**src/rtl/can_frame_rx.sv**
```systemverilog
// CAN 2.0 frame receiver: oversampled bit timing, destuffing, CRC-15 check and field capture.
// Extended (29-bit) identifiers are decoded only when CAN_FRAME_RX_EXT_ID_EN is defined.
module can_frame_rx #(
    parameter int CLKS_PER_BIT = 10,
    parameter int SAMPLE_CLK   = CLKS_PER_BIT / 2
) (
    input  logic        i_Clock,
    input  logic        i_Rst_n,
    input  logic        i_Rx_Serial,
    output logic        o_Rx_DV,
    output logic [28:0] o_Rx_Id,
    output logic        o_Rx_Ext,
    output logic        o_Rx_Rtr,
    output logic [3:0]  o_Rx_Dlc,
    output logic [63:0] o_Rx_Data,
    output logic        o_Rx_Err,
    output logic [1:0]  o_Rx_Err_Code
);
    localparam int CW = $clog2(CLKS_PER_BIT);
    localparam logic [1:0] ERR_STUFF = 2'd0;
    localparam logic [1:0] ERR_FORM  = 2'd1;
    localparam logic [1:0] ERR_CRC   = 2'd2;

    typedef enum logic [3:0] {
        WAIT_IDLE, IDLE, ARB, CTRL, DATA, CRC, CRC_DEL, ACK, ACK_DEL, EOF
    } state_t;

    state_t        state_r, state_nxt_s;
    logic          sync1_r, sync2_r, prev_r;
    logic [CW-1:0] cnt_r;
    logic [6:0]    fld_cnt_r;
    logic [2:0]    stuff_cnt_r, stuff_nxt_s;
    logic          last_r;
    logic [14:0]   crc_r, rx_crc_r;
    logic [28:0]   id_r;
    logic          rtr_r;
    logic [3:0]    dlc_r, dlc_nxt_s;
    logic [63:0]   data_r;
    logic [6:0]    data_last_s;
    logic [5:0]    data_idx_s;
    logic          rx_s, edge_s, samp_s, stuffing_s, stuff_bit_s;
    logic          err_s, dv_s, fld_clr_s;
    logic [1:0]    err_code_s;
`ifdef CAN_FRAME_RX_EXT_ID_EN
    logic          ext_r;
`endif

    function automatic logic [14:0] crc15_step(input logic [14:0] crc, input logic b);
        logic fb;
        fb = b ^ crc[14];
        crc15_step = {crc[13:0], 1'b0} ^ (fb ? 15'h4599 : 15'h0000);
    endfunction

    function automatic logic [3:0] byte_count(input logic rtr, input logic [3:0] dlc);
        if (rtr) begin
            byte_count = 4'd0;
        end else if (dlc > 4'd8) begin
            byte_count = 4'd8;
        end else begin
            byte_count = dlc;
        end
    endfunction

    assign rx_s        = sync2_r;
    assign edge_s      = (state_r == IDLE) && prev_r && !rx_s;
    assign samp_s      = (cnt_r == CW'(SAMPLE_CLK)) && !edge_s;
    assign stuffing_s  = (state_r == ARB) || (state_r == CTRL) || (state_r == DATA) || (state_r == CRC);
    assign stuff_bit_s = stuffing_s && (stuff_cnt_r == 3'd5);
    assign stuff_nxt_s = (rx_s == last_r) ? stuff_cnt_r + 3'd1 : 3'd1;
    assign dlc_nxt_s   = {dlc_r[2:0], rx_s};
    assign data_last_s = {byte_count(rtr_r, dlc_r), 3'b000} - 7'd1;
    assign data_idx_s  = 6'd63 - fld_cnt_r[5:0];

    // bus synchroniser and bit-time counter (restarts only on the SOF edge)
    always_ff @(posedge i_Clock or negedge i_Rst_n) begin
        if (!i_Rst_n) begin
            sync1_r <= 1'b1;
            sync2_r <= 1'b1;
            prev_r  <= 1'b1;
            cnt_r   <= '0;
        end else begin
            sync1_r <= i_Rx_Serial;
            sync2_r <= sync1_r;
            prev_r  <= sync2_r;
            if (edge_s || cnt_r == CW'(CLKS_PER_BIT - 1)) begin
                cnt_r <= '0;
            end else begin
                cnt_r <= cnt_r + CW'(1);
            end
        end
    end

    // state register and per-field bit counter
    always_ff @(posedge i_Clock or negedge i_Rst_n) begin
        if (!i_Rst_n) begin
            state_r   <= WAIT_IDLE;
            fld_cnt_r <= 7'd0;
        end else begin
            state_r <= state_nxt_s;
            if (samp_s && fld_clr_s) begin
                fld_cnt_r <= 7'd0;
            end else if (samp_s && !stuff_bit_s) begin
                fld_cnt_r <= fld_cnt_r + 7'd1;
            end else begin
                fld_cnt_r <= fld_cnt_r;
            end
        end
    end

    // next-state decode, error classification and frame-valid strobe
    always_comb begin
        state_nxt_s = state_r;
        err_s       = 1'b0;
        err_code_s  = ERR_STUFF;
        dv_s        = 1'b0;
        if (samp_s && stuff_bit_s) begin
            if (rx_s == last_r) begin
                err_s = 1'b1; err_code_s = ERR_STUFF; state_nxt_s = WAIT_IDLE;
            end else if (state_r == CRC && fld_cnt_r == 7'd15) begin
                state_nxt_s = CRC_DEL;
            end else begin
                state_nxt_s = state_r;
            end
        end else if (samp_s) begin
            case (state_r)
                WAIT_IDLE: state_nxt_s = (rx_s && fld_cnt_r == 7'd10) ? IDLE : WAIT_IDLE;
                IDLE:      state_nxt_s = rx_s ? IDLE : ARB;
                ARB: begin
                    if (fld_cnt_r == 7'd12 && rx_s) begin
`ifdef CAN_FRAME_RX_EXT_ID_EN
                        state_nxt_s = ARB;
`else
                        err_s = 1'b1; err_code_s = ERR_FORM; state_nxt_s = WAIT_IDLE;
`endif
                    end else if (fld_cnt_r == 7'd12 || fld_cnt_r == 7'd32) begin
                        state_nxt_s = CTRL;
                    end else begin
                        state_nxt_s = ARB;
                    end
                end
                CTRL: begin
                    if (fld_cnt_r == 7'd4) begin
                        state_nxt_s = (byte_count(rtr_r, dlc_nxt_s) == 4'd0) ? CRC : DATA;
                    end else begin
                        state_nxt_s = CTRL;
                    end
                end
                DATA: state_nxt_s = (fld_cnt_r == data_last_s) ? CRC : DATA;
                // a stuff bit may still follow the last CRC bit
                CRC: begin
                    if (fld_cnt_r == 7'd14) begin
                        state_nxt_s = (stuff_nxt_s == 3'd5) ? CRC : CRC_DEL;
                    end else begin
                        state_nxt_s = CRC;
                    end
                end
                CRC_DEL: begin
                    if (!rx_s) begin
                        err_s = 1'b1; err_code_s = ERR_FORM; state_nxt_s = WAIT_IDLE;
                    end else begin
                        state_nxt_s = ACK;
                    end
                end
                ACK: state_nxt_s = ACK_DEL;
                ACK_DEL: begin
                    if (crc_r != rx_crc_r) begin
                        err_s = 1'b1; err_code_s = ERR_CRC; state_nxt_s = WAIT_IDLE;
                    end else if (!rx_s) begin
                        err_s = 1'b1; err_code_s = ERR_FORM; state_nxt_s = WAIT_IDLE;
                    end else begin
                        state_nxt_s = EOF;
                    end
                end
                EOF: begin
                    if (!rx_s) begin
                        err_s = 1'b1; err_code_s = ERR_FORM; state_nxt_s = WAIT_IDLE;
                    end else if (fld_cnt_r == 7'd6) begin
                        dv_s = 1'b1; state_nxt_s = WAIT_IDLE;
                    end else begin
                        state_nxt_s = EOF;
                    end
                end
                default: state_nxt_s = WAIT_IDLE;
            endcase
        end else begin
            state_nxt_s = state_r;
        end
        fld_clr_s = (state_nxt_s != state_r) || (state_r == WAIT_IDLE && !rx_s);
    end

    // destuff run tracking, CRC accumulation and field capture
    always_ff @(posedge i_Clock or negedge i_Rst_n) begin
        if (!i_Rst_n) begin
            stuff_cnt_r <= 3'd0; last_r <= 1'b1;
            crc_r <= 15'd0; rx_crc_r <= 15'd0;
            id_r <= 29'd0; rtr_r <= 1'b0; dlc_r <= 4'd0; data_r <= 64'd0;
`ifdef CAN_FRAME_RX_EXT_ID_EN
            ext_r <= 1'b0;
`endif
        end else if (samp_s && state_r == IDLE) begin
            stuff_cnt_r <= 3'd1; last_r <= 1'b0;
            crc_r <= 15'd0; rx_crc_r <= 15'd0;
            id_r <= 29'd0; rtr_r <= 1'b0; dlc_r <= 4'd0; data_r <= 64'd0;
`ifdef CAN_FRAME_RX_EXT_ID_EN
            ext_r <= 1'b0;
`endif
        end else if (samp_s && stuff_bit_s) begin
            stuff_cnt_r <= 3'd1; last_r <= rx_s;
        end else if (samp_s && stuffing_s) begin
            stuff_cnt_r <= stuff_nxt_s; last_r <= rx_s;
            case (state_r)
                ARB: begin
                    crc_r <= crc15_step(crc_r, rx_s);
                    if (fld_cnt_r <= 7'd10 || (fld_cnt_r >= 7'd13 && fld_cnt_r <= 7'd30)) begin
                        id_r <= {id_r[27:0], rx_s};
                    end
                    if (fld_cnt_r == 7'd11 || fld_cnt_r == 7'd31) begin
                        rtr_r <= rx_s;
                    end
`ifdef CAN_FRAME_RX_EXT_ID_EN
                    if (fld_cnt_r == 7'd12) begin
                        ext_r <= rx_s;
                    end
`endif
                end
                CTRL: begin
                    crc_r <= crc15_step(crc_r, rx_s);
                    if (fld_cnt_r != 7'd0) begin
                        dlc_r <= dlc_nxt_s;
                    end
                end
                DATA: begin
                    crc_r <= crc15_step(crc_r, rx_s);
                    data_r[data_idx_s] <= rx_s;
                end
                CRC: begin
                    if (fld_cnt_r < 7'd15) begin
                        rx_crc_r <= {rx_crc_r[13:0], rx_s};
                    end
                end
                default: begin
                end
            endcase
        end
    end

    // registered result strobes and field outputs (fields load only with DV)
    always_ff @(posedge i_Clock or negedge i_Rst_n) begin
        if (!i_Rst_n) begin
            o_Rx_DV <= 1'b0; o_Rx_Err <= 1'b0; o_Rx_Err_Code <= 2'd0;
            o_Rx_Id <= 29'd0; o_Rx_Rtr <= 1'b0; o_Rx_Dlc <= 4'd0; o_Rx_Data <= 64'd0;
        end else begin
            o_Rx_DV  <= dv_s;
            o_Rx_Err <= err_s;
            if (err_s) begin
                o_Rx_Err_Code <= err_code_s;
            end
            if (dv_s) begin
                o_Rx_Id <= id_r; o_Rx_Rtr <= rtr_r; o_Rx_Dlc <= dlc_r; o_Rx_Data <= data_r;
            end
        end
    end

`ifdef CAN_FRAME_RX_EXT_ID_EN
    // extended-frame flag follows the other fields
    always_ff @(posedge i_Clock or negedge i_Rst_n) begin
        if (!i_Rst_n) begin
            o_Rx_Ext <= 1'b0;
        end else if (dv_s) begin
            o_Rx_Ext <= ext_r;
        end else begin
            o_Rx_Ext <= o_Rx_Ext;
        end
    end
`else
    assign o_Rx_Ext = 1'b0;
`endif
endmodule
```
**config.mk**
```make
export PLATFORM = sky130hd
export DESIGN_NAME = can_frame_rx
export DESIGN_NICKNAME = d
export VERILOG_FILES = /design/src/rtl/can_frame_rx.sv
export SDC_FILE = /design/constraint.sdc
export NUM_CORES = 1
export LEC_CHECK = 0
export ABC_CLOCK_PERIOD_IN_PS = 3100
export CAP_MARGIN = 5
export CORE_ASPECT_RATIO = 0.6
export CORE_UTILIZATION = 52
export DETAILED_ROUTE_END_ITERATION = 16
export GPL_ROUTABILITY_DRIVEN = 0
export PLACE_DENSITY = 0.76
export SYNTH_ARGS = -nofsm -noshare
export SYNTH_HDL_FRONTEND = slang
export SYNTH_SLANG_ARGS = --single-unit
```
**constraint.sdc**
```tcl
create_clock -name i_Clock -period 3.1 [get_ports i_Clock]
set_input_delay 0.775 -clock i_Clock [delete_from_list [all_inputs] [get_ports i_Clock]]
set_output_delay 0.775 -clock i_Clock [all_outputs]
set_load 0.02 [all_outputs]
```
== Yosys cells after proc, flatten, opt, wreduce, memory -nomap -nowiden ==
Cells that the tools add are included.
Storage, ports and cells
  output and inout port bits: 103
  register bits: 252
  bits of input ports: 3
Operators by class
  reductions and logical operators: 49
  multiplexer cells: 87
  bitwise gates (word level): 2
  magnitude comparators: 8
  $add $sub $neg: 5
  eq/ne operators: 27
Operator list (count)
  2-to-1 mux 64 bit: 4
  2-to-1 mux 15 bit: 10
  2-to-1 mux 29 bit: 5
  2-to-1 mux 4 bit: 22
  bitwise mux 64 bit: 1
  case mux 4 bit (10 select lines): 1
  equality test 7 x 4 -> 1 bit, second input constant: 5
  2-to-1 mux 1 bit: 26
  nonzero test 2 bit: 11
  equality test 4 x 3 -> 1 bit, second input constant: 5
  2-to-1 mux 3 bit: 6
  AND reduction 4 bit: 4
  logical AND 1 bit: 15
  != test 15 bit: 1
  XOR 15 bit: 1
  equality test 7 x 3 -> 1 bit, second input constant: 2
  2-to-1 mux 2 bit: 7
  2-to-1 mux 7 bit: 2
  equality test 4 bit, second input constant: 3
  equality test 4 x 2 -> 1 bit, second input constant: 2
  greater-than comparator 4 bit, second input constant: 2
  logical NOT 4 bit: 2
  logical OR 1 bit: 8
  adder 7 x 1 -> 7 bit, second input constant: 1
  28 further kinds: 32

== Depth between registers and ports, before layout ==
  depth after elaboration: 17
  mapped depth: 12

== Least setup slack after synthesis ==
Ideal clock, no wire load.
  path kind: register to register
  start: reg fld_cnt_r[0]
  end: reg fld_cnt_r[6]
  setup slack: 227 ps
  clock period less this slack: 2873 ps
  cell stages (with the launch flop): 12
  data required time: 2972 ps
  data arrival time: 2744 ps
  path through: dfrtp_1 clkbuf_1 inv_1 ha_1 nor4bb_1 a21bo_2 nand4_1 or4_1 nor3_1 mux2_2 a31oi_1 o22ai_1
On the way
  longest elaborated chain between the ends: 11
  elaborated cells on any way between the ends: 32
RTL lines
  from (decl): line 31  | logic [6:0] fld_cnt_r;
  from (signal assigned): line 103  | fld_cnt_r <= fld_cnt_r + 7'd1;
  from (signal assigned): line 105  | fld_cnt_r <= fld_cnt_r;
  equality test 7 x 4 -> 1 bit / equality test 7 x 6 -> 1 bit (equally long branches): line 129, 135
  logical OR 1 bit: line 135  | end else if (fld_cnt_r == 7'd12 || fld_cnt_r == 7'd32) begin
  2-to-1 mux 1 bit: line 135
  2-to-1 mux 2 bit: line 129  | if (fld_cnt_r == 7'd12 && rx_s) begin
  case mux 4 bit (10 select lines): line 125  | case (state_r)
  2-to-1 mux 4 bit: line 124  | end else if (samp_s) begin
  2-to-1 mux 4 bit: line 116  | if (samp_s && stuff_bit_s) begin
  != test 4 bit: line 188  | fld_clr_s = (state_nxt_s != state_r) || (state_r == WAIT_IDLE && !rx_s);
  logical OR 1 bit: line 188
  logical AND 1 bit: line 100  | if (samp_s && fld_clr_s) begin
  2-to-1 mux 7 bit / nonzero test 2 bit (equally long branches)
Parallel ways exist; a longest one is shown, timed or not. The select of a mux whose other input is x is not followed.
A chain may end at the register's enable or synchronous reset.

== Worst setup path in the final report ==
  start: reg fld_cnt_r[5]
  end: reg fld_cnt_r[4]
On the way
  longest elaborated chain between the ends: 11
  elaborated cells on any way between the ends: 30
RTL lines (line)
  equality test 7 x 4 -> 1 bit / equality test 7 x 6 -> 1 bit (equally long branches): 129, 135
  logical OR 1 bit: 135
  2-to-1 mux 1 bit: 135
  2-to-1 mux 2 bit: 129
  case mux 4 bit (10 select lines): 125
  2-to-1 mux 4 bit: 124
  2-to-1 mux 4 bit (*): 116
  != test 4 bit (*): 188
  logical OR 1 bit (*): 188
  logical AND 1 bit (*): 100
  2-to-1 mux 7 bit / nonzero test 2 bit (equally long branches)
Mark *: on every way between the ends. The rest lies on a longest branch, timed or not.

==> impl_results.md <==
* CTS resizes at 0
* Syn_nets at 1,051
* Final ANT Viol Nets at 0
* Setup TNS at 0 ns
* Cell family with most CP delay: simple AND/OR/NAND/NOR gates
* Share of the synthesized area in the top cell type at 54.8%
* Crit start category: register
* Power per cell area at 478 nW/um^2
* Pleak at about 6.4 nW
* Num CTS Buffers at 23
* DR WL/cell at just under 20 um
* Unrepaired setup endpoints after global routing: false
* Max Buffers Root-to-Sink at 3
* Final Hold Fails at 0
* Leading area contributor after synthesis: dfrtp_1
* CTS tree: done
* Hold_buf cts at 0
* GRT overflow at 0
* Post-route DRC at 14
* Chip height at 116 um
* Initial Util at 53.4%
* Synth warn at 0
* Total power at 0.00656 W
* Crit Path Class: reg -> reg
* Synth cell types at 60
* PortBufs at 104
* Smallest hold slack at 0.232 ns
* Clock Pin Slew Worst Setup and Hold Paths at about 0.07 ns
* Minimum clock period at 3.02 ns
* Final setup viols at 0
* Setup Skew at 0.0269 ns
* Failing checks: DRC
* Row Count at 41
* Fin nets at 1,160
* CP required at roughly 3.6 ns
* Worst r2r dst: fld_cnt_r[4]$_DFFE_PN0P_
* Starting DRT DRC Count at 1,322
* FFs w/ async S/R, synth at 100%
* First-pass GRT wire length at 45,000 um
* TritonCTS sink count at 252
* Ranking of synthesized cells by area: dfrtp_1, mux2_2, o21ai_0
* Fillers at 1,654
* Crit path max fanout at 12
* Tcrit/Tclk final at ~97%
* Core footprint at 21,200 um^2
* Cell area after synthesis at approximately 11,000 um^2
* Root Buffer: clkbuf_16
* Largest net degree at the start of global routing at 76
* Slowest-stage cell, CP: dfrtp_1
* All-Layer GR Usage at 25.7%
* Fmax at 0.331 GHz
* CP cell instances: buf_4 > nor3_1 > nand4_1 > nand2_1 > a31oi_2 > mux2i_1 > nor4b_4 > nand2_2 > o211ai_1
* IO Pins at 106
* FF-to-FF setup slack at 0.08 ns
* Peak supply drop at 0.000378 V
* Vias in the first global route at 8,097
* Slew HR at between 30% and 40%
* WP data arrival at 3.47 ns
* Routed vias at between 8,000 and 9,000
* #FFs+latches synth at 252
* FF-to-FF path depth at 9
* Kind of end point of the critical path: register
* Post-CTS repair timing setup buffer count at 0
* Die area at 22,400 um^2
* Worst R2R Start: fld_cnt_r[5]$_DFFE_PN0P_
* Avg Vias per Cell at 6.06
* Post-DP HPWL at 18,800 um
* Register area share after synthesis at 55.8%
* Drt pass-1 iters at 12
* Most used DFF post-synth: dfrtp_1
* Status: finished with violations
* H-tree levels at 1
* Worst hold path type: in -> async
* Syn Area/Cell at 10.9 um^2
* Crit-path max cell delay at 0.53 ns
* DRT Wirelength at ~28,000 um
* Crit path buf inv count at 1
* Cells after Synth at 1,039
* Die W at between 150 and 200 um
* Layout cells sized above 1 at 17.9%
* Post-synth EDFFs at 0
* Synth-to-layout area growth at 21.3%
* Clk_lat worst skew at between 0.5 and 0.6 ns
* Initial antenna violation count at 0
* # diodes at 0
* Final Max Slew Viols at 0
* Max cap viols at 0
* Tightest Pin Transition at roughly 1 ns
==> per-layer routing <==
metal | wire length (um) | track usage, %
met5 | 0 | 0
met4 | 520 | 5.25
met3 | 3040 | 7.06
met2 | 11300 | 34.1
met1 | 13400 | 41.3
==> area by class of cell <==
cell class / instances / area [um^2] / share of cell area (%)
Sequential cell: 252 / 6310 / 46.0
Multi-Input combinational cell: 706 / 4710 / 34.3
Timing Repair Buffer: 153 / 1500 / 10.9
Clock buffer: 28 / 624 / 4.55
Tap cell: 279 / 349 / 2.54
Clock inverter: 12 / 184 / 1.34
Inverter: 12 / 45.0 / 0.328
==> placed cells by master, fill, tap and decap left out, types with 5 or more instances in the layout <==
cell type,instances
a21oi_1,73
a22o_1,14
buf_12,7
buf_4,42
clkbuf_16,23
clkdlybuf4s50_1,103
dfrtp_1,248
ha_1,9
inv_1,11
mux2_2,99
mux2i_1,38
nand2_1,82
nand3_1,83
nand4_1,11
nor2_1,66
nor2b_1,5
nor3_1,11
nor3b_1,7
nor4_1,10
o211ai_1,6
o21ai_0,92
xnor2_1,16
xor2_1,17
==> Yosys cell counts, types with 2 or more instances <==
cell type	number
nand4b_1	2
buf_1	11
nor4bb_1	3
nand4_1	11
clkbuf_1	32
or3_1	4
buf_4	2
nand2b_1	3
dfrtp_1	248
mux2_2	99
and3_1	3
dfstp_2	4
o211ai_1	6
and2_1	4
mux2i_1	38
a21oi_1	73
nor3_1	14
nor2b_1	5
nand3_1	83
nand3b_1	2
inv_1	11
nor3b_1	7
o21bai_1	2
a31oi_1	3
xor2_1	17
o21ai_1	2
nor2_1	66
or4_1	2
ha_1	9
nor3_2	2
o22ai_1	4
xnor2_1	16
nor4_1	10
a41o_1	2
and3b_1	2
a22o_1	14
and4_1	2
nand2_1	82
buf_2	23
nor4b_1	5
o21ai_0	92
==> sequential cells by signal, indices dropped and copies added (netlist names), 2 cells and up <==
signal         cells
cnt_r              4
crc_r             15
data_r            64
dlc_r              4
fld_cnt_r          7
id_r              29
o_Rx_Data         64
o_Rx_Dlc           4
o_Rx_Err_Code      2
o_Rx_Id           29
rx_crc_r          15
state_r            4
stuff_cnt_r        3
==> through the flow <==
stage	instances	area (um^2)	setup WS, ns	util [%]
2_1_floorplan	1039	11300	0.227	-
3_3_place_gp	1402	12900	0.240	60.8
3_5_place_dp	1402	12900	0.0431	60.8
4_1_cts	1442	13700	0.00737	64.6
5_1_grt	1442	13700	0.0138	64.8
6_report	1442	13700	0.0807	64.8
==> logic make-up after synthesis <==
logic type                 Yosys count  synth area share (%)
AOI/OAI and AO/OA                  210                  10.6
and+or+nand+nor                    316                  13.8
buffers and inverters               81                  3.02
DFF                                252                  55.8
xor gates and xnor gates            33                  2.55
other                                1                0.0331
muxes                              137                  13.2
adders and majority gates            9                 0.995
==> worst max-delay path by stage <==
stage / startpoint / end / slack (ns) / cells after the start
after floorplan: fld_cnt_r[0]$_DFFE_PN0P_ / fld_cnt_r[6]$_DFFE_PN0P_ / 0.23 / 11
after global routing: dlc_r[3]$_DFFE_PN0P_ / fld_cnt_r[0]$_DFFE_PN0P_ / 0.01 / 11
after CTS: fld_cnt_r[0]$_DFFE_PN0P_ / fld_cnt_r[2]$_DFFE_PN0P_ / 0.007 / 10
after detailed placement: fld_cnt_r[0]$_DFFE_PN0P_ / fld_cnt_r[4]$_DFFE_PN0P_ / 0.04 / 10
after global placement: dlc_r[3]$_DFFE_PN0P_ / fld_cnt_r[4]$_DFFE_PN0P_ / 0.24 / 11
final: fld_cnt_r[5]$_DFFE_PN0P_ / fld_cnt_r[4]$_DFFE_PN0P_ / 0.08 / 9
==> power breakdown <==
group	leakage [nW]	internal [W]	switching (W)
logic	2.53	0.0000510	0.000154
clock network	0.394	0.00178	0.00127
registers	3.50	0.00330	0.0000110
total	6.42	0.00513	0.00144
Note: power is estimated with default switching activity, not from simulation.
